--- src/rtl/mod_n_updown_counter.sv ---
// Up/down modulo-N counter with synchronous load, cascade carry/borrow (tc)
// and BCD digit outputs kept in step with the binary count.
module mod_n_updown_counter #(
  parameter int W    = 6,
  parameter int N    = 60,
  parameter int WRAP = 1,
  parameter int INIT = 0
) (
  input  logic         clk,
  input  logic         reset,
  input  logic         en,
  input  logic         up_down,
  input  logic         load,
  input  logic [W-1:0] load_val,
  output logic [W-1:0] count,
  output logic [3:0]   tens,
  output logic [3:0]   ones,
  output logic         tc,
  output logic         wrapped
);

  localparam logic [W:0]   L_N      = (W+1)'(N);
  localparam logic [W-1:0] L_MAX    = W'(N - 1);
  localparam logic [W-1:0] L_INIT   = W'(INIT);
  localparam logic [3:0]   L_MAX_T  = 4'((N - 1) / 10);
  localparam logic [3:0]   L_MAX_O  = 4'((N - 1) % 10);
  localparam logic [3:0]   L_INIT_T = 4'(INIT / 10);
  localparam logic [3:0]   L_INIT_O = 4'(INIT % 10);

  logic [W-1:0] r_count;
  logic [3:0]   r_tens;
  logic [3:0]   r_ones;
  logic         r_wrapped;

  logic         w_at_max;
  logic         w_at_zero;
  logic         w_at_term;
  logic [W-1:0] w_ld_clamped;
  logic [7:0]   w_ld_bcd;

  // Double-dabble; inputs are always < 100 so the tens digit never overflows.
  function automatic logic [7:0] bin2bcd(input logic [6:0] b);
    logic [7:0] d;
    d = '0;
    for (int i = 6; i >= 0; i--) begin
      if (d[3:0] >= 4'd5) d[3:0] = d[3:0] + 4'd3;
      if (d[7:4] >= 4'd5) d[7:4] = d[7:4] + 4'd3;
      d = {d[6:0], b[i]};
    end
    return d;
  endfunction

  // Widened by one bit so N-1 == 2^W-1 compares without overflow.
  assign w_at_max     = ({1'b0, r_count} + (W+1)'(1)) == L_N;
  assign w_at_zero    = (r_count == '0);
  assign w_at_term    = up_down ? w_at_max : w_at_zero;
  assign w_ld_clamped = ({1'b0, load_val} >= L_N) ? L_MAX : load_val;
  assign w_ld_bcd     = bin2bcd(7'(w_ld_clamped));

  assign tc      = en & w_at_term & ~load & ~reset;
  assign count   = r_count;
  assign tens    = r_tens;
  assign ones    = r_ones;
  assign wrapped = r_wrapped;

  always_ff @(posedge clk) begin
    if (reset) begin
      r_count   <= L_INIT;
      r_tens    <= L_INIT_T;
      r_ones    <= L_INIT_O;
      r_wrapped <= 1'b0;
    end else if (load) begin
      r_count   <= w_ld_clamped;
      r_tens    <= w_ld_bcd[7:4];
      r_ones    <= w_ld_bcd[3:0];
      r_wrapped <= 1'b0;
    end else if (en) begin
      r_wrapped <= 1'b0;
      if (w_at_term) begin
        // Saturating stages simply hold here; tc still reports the limit.
        if (WRAP != 0) begin
          r_wrapped <= 1'b1;
          if (up_down) begin
            r_count <= '0;
            r_tens  <= 4'd0;
            r_ones  <= 4'd0;
          end else begin
            r_count <= L_MAX;
            r_tens  <= L_MAX_T;
            r_ones  <= L_MAX_O;
          end
        end
      end else if (up_down) begin
        r_count <= r_count + W'(1);
        if (r_ones == 4'd9) begin
          r_ones <= 4'd0;
          r_tens <= r_tens + 4'd1;
        end else begin
          r_ones <= r_ones + 4'd1;
        end
      end else begin
        r_count <= r_count - W'(1);
        if (r_ones == 4'd0) begin
          r_ones <= 4'd9;
          r_tens <= r_tens - 4'd1;
        end else begin
          r_ones <= r_ones - 4'd1;
        end
      end
    end else begin
      r_wrapped <= 1'b0;
    end
  end

endmodule

--- config.mk ---
export PLATFORM = sky130hd
export DESIGN_NAME = mod_n_updown_counter
export DESIGN_NICKNAME = d
export VERILOG_FILES = /design/src/rtl/mod_n_updown_counter.sv
export SDC_FILE = /design/constraint.sdc
export NUM_CORES = 1
export LEC_CHECK = 0
export ABC_CLOCK_PERIOD_IN_PS = 7150
export BUFFER_PORTS_ARGS = -buffer_cell sky130_fd_sc_hd__buf_4
export CORE_MARGIN = 2
export CORE_UTILIZATION = 34
export DETAILED_ROUTE_END_ITERATION = 10
export GPL_TIMING_DRIVEN = 1
export SYNTH_ARGS = -nofsm -noshare
export SYNTH_HDL_FRONTEND = slang
export SYNTH_SLANG_ARGS = --single-unit
--- constraint.sdc ---
create_clock -name clk -period 7.15 [get_ports clk]
set_clock_uncertainty 0.2 [all_clocks]
set_input_delay 0.3575 -clock clk [delete_from_list [all_inputs] [get_ports clk]]
set_output_delay 0.3575 -clock clk [all_outputs]
set_load 0.03 [all_outputs]
Word-level counts from Yosys, hierarchy flattened
Index checks and enable logic that the tools add are counted.
{"block": "word_totals", "out_inout_bits": 16, "elab_cells": 63, "in_bits": 11, "ff_bits": 15}
{"block": "op_classes", "n_mux": 25, "n_bitwise": 6, "n_reduce_logical": 9, "eq_ne": 4, "n_addsub": 10, "magnitude_cmp": 4}
{"cell": "4-bit two-way mux", "count": 14}
{"cell": "6-bit two-way mux", "count": 6}
{"cell": "3-bit two-way mux", "count": 3}
{"cell": "4-bit by 1-bit adder with 4-bit output (second input constant)", "count": 2}
{"cell": "4-bit by 2-bit adder with 4-bit output (second input constant)", "count": 2}
{"cell": "4-bit by 3-bit greater-or-equal comparator with 1-bit output (second input constant)", "count": 2}
{"cell": "4-bit by 1-bit subtractor with 4-bit output (second input constant)", "count": 2}
{"cell": "6-bit by 1-bit adder with 7-bit output (second input constant)", "count": 1}
{"cell": "7-bit by 6-bit == test with 1-bit output (second input constant)", "count": 1}
{"cell": "6-bit by 1-bit adder with 6-bit output (second input constant)", "count": 1}
{"cell": "6-bit greater-or-equal comparator (second input constant)", "count": 1}
{"cell": "6-bit logical NOT", "count": 1}
{"cell": "3-bit AND reduction", "count": 2}
{"cell": "6-bit by 1-bit subtractor with 6-bit output (second input constant)", "count": 1}
{"cell": "3-bit by 2-bit adder with 4-bit output (second input constant)", "count": 1}
{"cell": "4-bit == test (second input constant)", "count": 1}
{"cell": "4-bit logical NOT", "count": 1}
{"cell": "4-bit by 1-bit != test with 1-bit output (second input constant)", "count": 1}
{"cell": "4-bit nonzero test", "count": 1}
{"cell": "1-bit bitwise AND", "count": 3}
{"cell": "3-bit greater-or-equal comparator (second input constant)", "count": 1}
{"cell": "3-bit by 1-bit != test with 1-bit output (second input constant)", "count": 1}
{"cell": "1-bit NOT", "count": 3}
{"cell": "3-bit nonzero test", "count": 1}
{"cell": "4 further kinds", "count": 5}

Depth between registers and ports, before layout
{"block": "depth", "word_depth": 9, "depth_mapped": 13, "depth_no_buf": 12}

Least setup slack after synthesis
OpenSTA, ideal clock, no wires.
{"block": "synth_timing", "path_type": "input-to-reg", "start": "input load_val[4]", "end": "register r_ones[1] (netlist: ones[1])", "path_buffers": 1, "cell_stages": 13, "slack_ps": 4132, "required_time_ps": 6855, "arrival_ps": 2723, "setup_time_ps": 95, "cell_sequence": "buf_2 > inv_1 > ha_1 > o21ai_0 > xnor2_1 > inv_1 > ha_1 > nor2b_1 > o32a_4 > mux2i_4 > o21bai_1 > mux2i_1 > a221oi_1"}
{"block": "synth_between", "elab_chain_cells": 9, "word_cells_on_any_way": 12, "cone_classes": "3 x add/sub; 4 x order compare; 5 x mux"}
{"element": "from (decl)", "line_no": "14", "rtl": "input logic [W-1:0] load_val,"}
{"element": "6-bit greater-or-equal comparator", "line_no": "57", "rtl": "assign w_ld_clamped = ({1'b0, load_val} >= L_N) ? L_MAX : load_val;"}
{"element": "6-bit two-way mux *", "line_no": "57"}
{"element": "3-bit by 2-bit adder with 4-bit output or 3-bit greater-or-equal comparator (tied branches)", "line_no": "46", "rtl": "if (d[3:0] >= 4'd5) d[3:0] = d[3:0] + 4'd3;"}
{"element": "4-bit two-way mux", "line_no": "46"}
{"element": "4-bit by 2-bit adder with 4-bit output or 4-bit by 3-bit greater-or-equal comparator with 1-bit output (tied branches)", "line_no": "46"}
{"element": "4-bit two-way mux", "line_no": "46"}
{"element": "4-bit by 3-bit greater-or-equal comparator with 1-bit output", "line_no": "46"}
{"element": "4-bit two-way mux *", "line_no": "46"}
{"element": "4-bit two-way mux *", "line_no": "72", "rtl": "end else if (load) begin"}
{"element": "to (signal assigned)", "line_no": "75", "rtl": "r_ones <= w_ld_bcd[3:0];"}
{"element": "to (signal assigned)", "line_no": "99", "rtl": "r_ones <= r_ones + 4'd1;"}
{"element": "to (signal assigned)", "line_no": "107", "rtl": "r_ones <= r_ones - 4'd1;"}
{"element": "to (decl)", "line_no": "32", "rtl": "logic [3:0] r_ones;"}
Mark *: on every way between the ends. The rest lies on a longest branch, timed or not.
A chain may end at the register's enable or synchronous reset.

Worst setup path in the final report
{"block": "layout_timing", "start": "input load_val[4]", "end": "register r_tens[0] (netlist: tens[0])"}
{"block": "layout_between", "elab_chain_cells": 9, "word_cells_on_any_way": 12, "cone_classes": "3 x add/sub; 4 x order compare; 5 x mux"}
{"element": "6-bit greater-or-equal comparator", "line_no": "57"}
{"element": "6-bit two-way mux *", "line_no": "57"}
{"element": "3-bit by 2-bit adder with 4-bit output or 3-bit greater-or-equal comparator (tied branches)", "line_no": "46"}
{"element": "4-bit two-way mux", "line_no": "46"}
{"element": "4-bit by 2-bit adder with 4-bit output or 4-bit by 3-bit greater-or-equal comparator with 1-bit output (tied branches)", "line_no": "46"}
{"element": "4-bit two-way mux", "line_no": "46"}
{"element": "4-bit by 2-bit adder with 4-bit output or 4-bit by 3-bit greater-or-equal comparator with 1-bit output (tied branches)", "line_no": "46"}
{"element": "4-bit two-way mux *", "line_no": "46"}
{"element": "3-bit two-way mux *", "line_no": "72"}
{"element": "to (signal assigned)", "line_no": "74", "rtl": "r_tens <= w_ld_bcd[7:4];"}
{"element": "to (signal assigned)", "line_no": "97", "rtl": "r_tens <= r_tens + 4'd1;"}
{"element": "to (signal assigned)", "line_no": "105", "rtl": "r_tens <= r_tens - 4'd1;"}
{"element": "to (decl)", "line_no": "31", "rtl": "logic [3:0] r_tens;"}
Marked as above.

==> metrics.csv <==
stage;metric;value;unit
setup_path;crit_fanout;9;
clocking;cts_num_sinks;15;
worst_hold_path;hp-class;in -> reg;
setup_path;crit_buf_inv;3;
setup_path;regToRegStartpoint;count[3];
floorplanning;fp-row-count;24;
clocking;cts.repair.resized;0;
yosys;seq_area_frac_synth;19.2;%
clocking;clk_pin_slew;0.06;ns
routing;post_drt_wl_per_cell;14.4;um
sta;hold_viol;0;
yosys;synth_top_cell_by_area;dfxtp_1;
pwr;ir_worst_vdd;0.0552;mV
sta;fin_setup_tns;0;ns
worst_hold_path;worst_hold_startpoint;reset;
clocking;cts_buffer_depth;2;
pwr;p_leak;0.000755;uW
yosys;synth-seq-cells;15;
setup_path;crit_top_cell;xnor2_1;
floorplanning;dieArea;0.00517;mm^2
yosys;synthCells;202;
setup_path;slowest_stage;xnor2_1;
floorplanning;initial_core_util;35.8;%
routing;vias_per_cell;5.57;
yosys;ys_async_sr_fraction;0;%
sta;period_minus_slack;2.99;ns
routing;drtIter0Drc;75;
global_routing;grt_antenna_before_repair;0;
setup_path;crit_family;XOR/XNOR gates;
finish;antenna_cells;0;
routing;wirelength;3.91;mm
yosys;yosysWarnings;0;
floorplanning;ios;27;
place;gp_congestion;0.797;
setup_path;cp_slowest_stage_delay;0.34;ns
yosys;synth_area;0.00157;mm^2
sta;min_period_over_period;41.8;%
sta;slew_violations;0;
setup_path;cp-start-kind;input port;
run;cap_violations;0;
yosys;postSynthAreaPerCell;7.76;um^2
finish;fin_nets;244;
clocking;hold_buffers;0;
yosys;synthFlopType;dfxtp_1;
yosys;synthesis.nets;225;
sta;worst_pin_slew;0.643;ns
setup_path;endpoint_kind;flip-flop;
setup_path;worstSetupPathType;in -> reg;
yosys;synth.distinct_cells;50;
global_routing;overflow;0;
global_routing;grt_pass1_vias;1299;
clocking;clock-root-buffer;clkbuf_8;
global_routing;grtUsageTotal;15.5;%
clocking;cts_tree;yes;
yosys;synth_top_area_share;19.2;%
setup_path;arrival;2.97;ns
finish;area_growth;15.8;%
clocking;clock_latency;0.25;ns
clocking;cts_setup_buffers;0;
worst_hold_path;hold-path-endpoint;tens[2];
finish;final_util;41.4;%
sta;fmax;335;MHz
clocking;cts_htree_levels;1;
setup_path;crit_chain;buf_4 > inv_1 > ha_1 > o21ai_0 > xnor2_1 > inv_1 > ha_1 > nor2b_1 > o32a_4 > xnor2_1 > a21oi_1 > xnor2_1 > o21ai_0;
setup_path;required;7.13;ns
status;status;completed;
pwr;power_density;178;mW/mm^2
yosys;yosysMostFrequentCell;nor2_1;
clocking;cts_inserted_buffers;3;
global_routing;grt_max_degree;30;
worst_hold_path;min_path_cells;2;
routing;drt-pass1-iter-count;4;
floorplanning;coreArea;0.00438;mm^2
setup_path;rr_endpoint;ones[2];
yosys;synth_common_cells;nor2_1 (22), a21oi_1 (15), dfxtp_1 (15);
sta;max-slew-margin-rel;56.8;%
place;port_buffers;26;
sta;hold_ws;0.205;ns
finish;drive_gt1_share;18.6;%
routing;remaining_drc_errors;0;
place;dp_hpwl;2.97;mm
floorplanning;die_x;71.9;um
yosys;synth_edf_count;0;
global_routing;grt_pass1_wl;6.35;mm
sta;setup_viol;0;
setup_path;ff2ff_setup_slack;4.91;ns
routing;num_vias;1516;
setup_path;ff2ff_path_depth;6;
sta;rsz0062_at_grt;no;
routing;ant_nets;0;
yosys;synth_area_leaders;dfxtp_1 (19%), ha_1 (8.0%), nor2_1 (5.3%);
floorplanning;die_y;71.9;um
stage by stage:
stage / worst slack [ns] / instance area (um^2) / instances / power, uW
finish: 4.16 / 1820 / 272 / 324
global route: 3.89 / 1820 / 272 / 346
CTS: 4.15 / 1820 / 272 / 326
detailed placement: 3.91 / 1770 / 268 / 255
global placement: 3.96 / 1770 / 268 / 254
floorplan: 4.13 / 1570 / 202 / 218
flip-flops by register name (all words and copies together) (netlist names):
register	count
count	6
ones	4
tens	4
wrapped	1
power by group:
| part | leakage, uW | total (uW) | internal (uW) | switching (uW) |
|---|---|---|---|---|
| clock network | 0.0000228 | 70.5 | 39.5 | 31.0 |
| registers | 0.000124 | 107 | 92.0 | 14.8 |
| logic | 0.000608 | 147 | 63.9 | 82.7 |
| total | 0.000755 | 324 | 195 | 129 |
worst max path at each step:
| stage | to | start | cells after the start | slack (ns) |
|---|---|---|---|---|
| finish | tens[0] | load_val[4] | 13 | 4.16 |
| global route | ones[2] | load_val[4] | 12 | 3.89 |
| CTS | ones[1] | load_val[4] | 13 | 4.15 |
| detailed placement | tens[0] | load_val[4] | 13 | 3.91 |
| global placement | tens[0] | load_val[4] | 13 | 3.96 |
| floorplan | ones[1] | load_val[4] | 13 | 4.13 |
final cells by class:
| type | count | area (um^2) |
|---|---|---|
| flip-flops and latches | 15 | 300 |
| fillers | 457 | 2570 |
| well taps | 52 | 65.1 |
| repair buffers | 26 | 195 |
| clock buffers | 4 | 45.0 |
| multi-input cells | 164 | 1170 |
| inverters | 11 | 41.3 |
cells in the final DEF (no fill, tap or decap), drive strengths merged, types with 5 or more instances in the layout:
| cell | instances |
|---|---|
| nand2b | 5 |
| nand3 | 10 |
| a21o | 5 |
| nor2 | 22 |
| xnor2 | 9 |
| a221oi | 7 |
| buf | 26 |
| a21oi | 16 |
| nor3 | 10 |
| nand2 | 9 |
| dfxtp | 15 |
| inv | 11 |
| ha | 10 |
| o21ai | 12 |
metal layers:
metal / track usage, % / vias to the layer above / share of wire (%)
met5: 0 / - / 0
met4: 4.40 / 0 / 1.2
li1: - / 788 / -
met2: 24.1 / 40 / 46
met1: 22.5 / 684 / 48
met3: 2.22 / 4 / 4.4
kinds of logic (layout without fill, tap and decap cells):
kind of cell,Yosys count,in the layout,synth area share [%]
AOI/OAI and AO/OA,67,67,31.7
and+or+nand+nor,68,68,21.5
xor gates and xnor gates,12,12,6.70
adders and majority gates,12,12,10.5
buffers and inverters,23,41,6.31
muxes,5,5,4.07
DFF,15,15,19.2
Note: power is estimated with default switching activity, not from simulation.
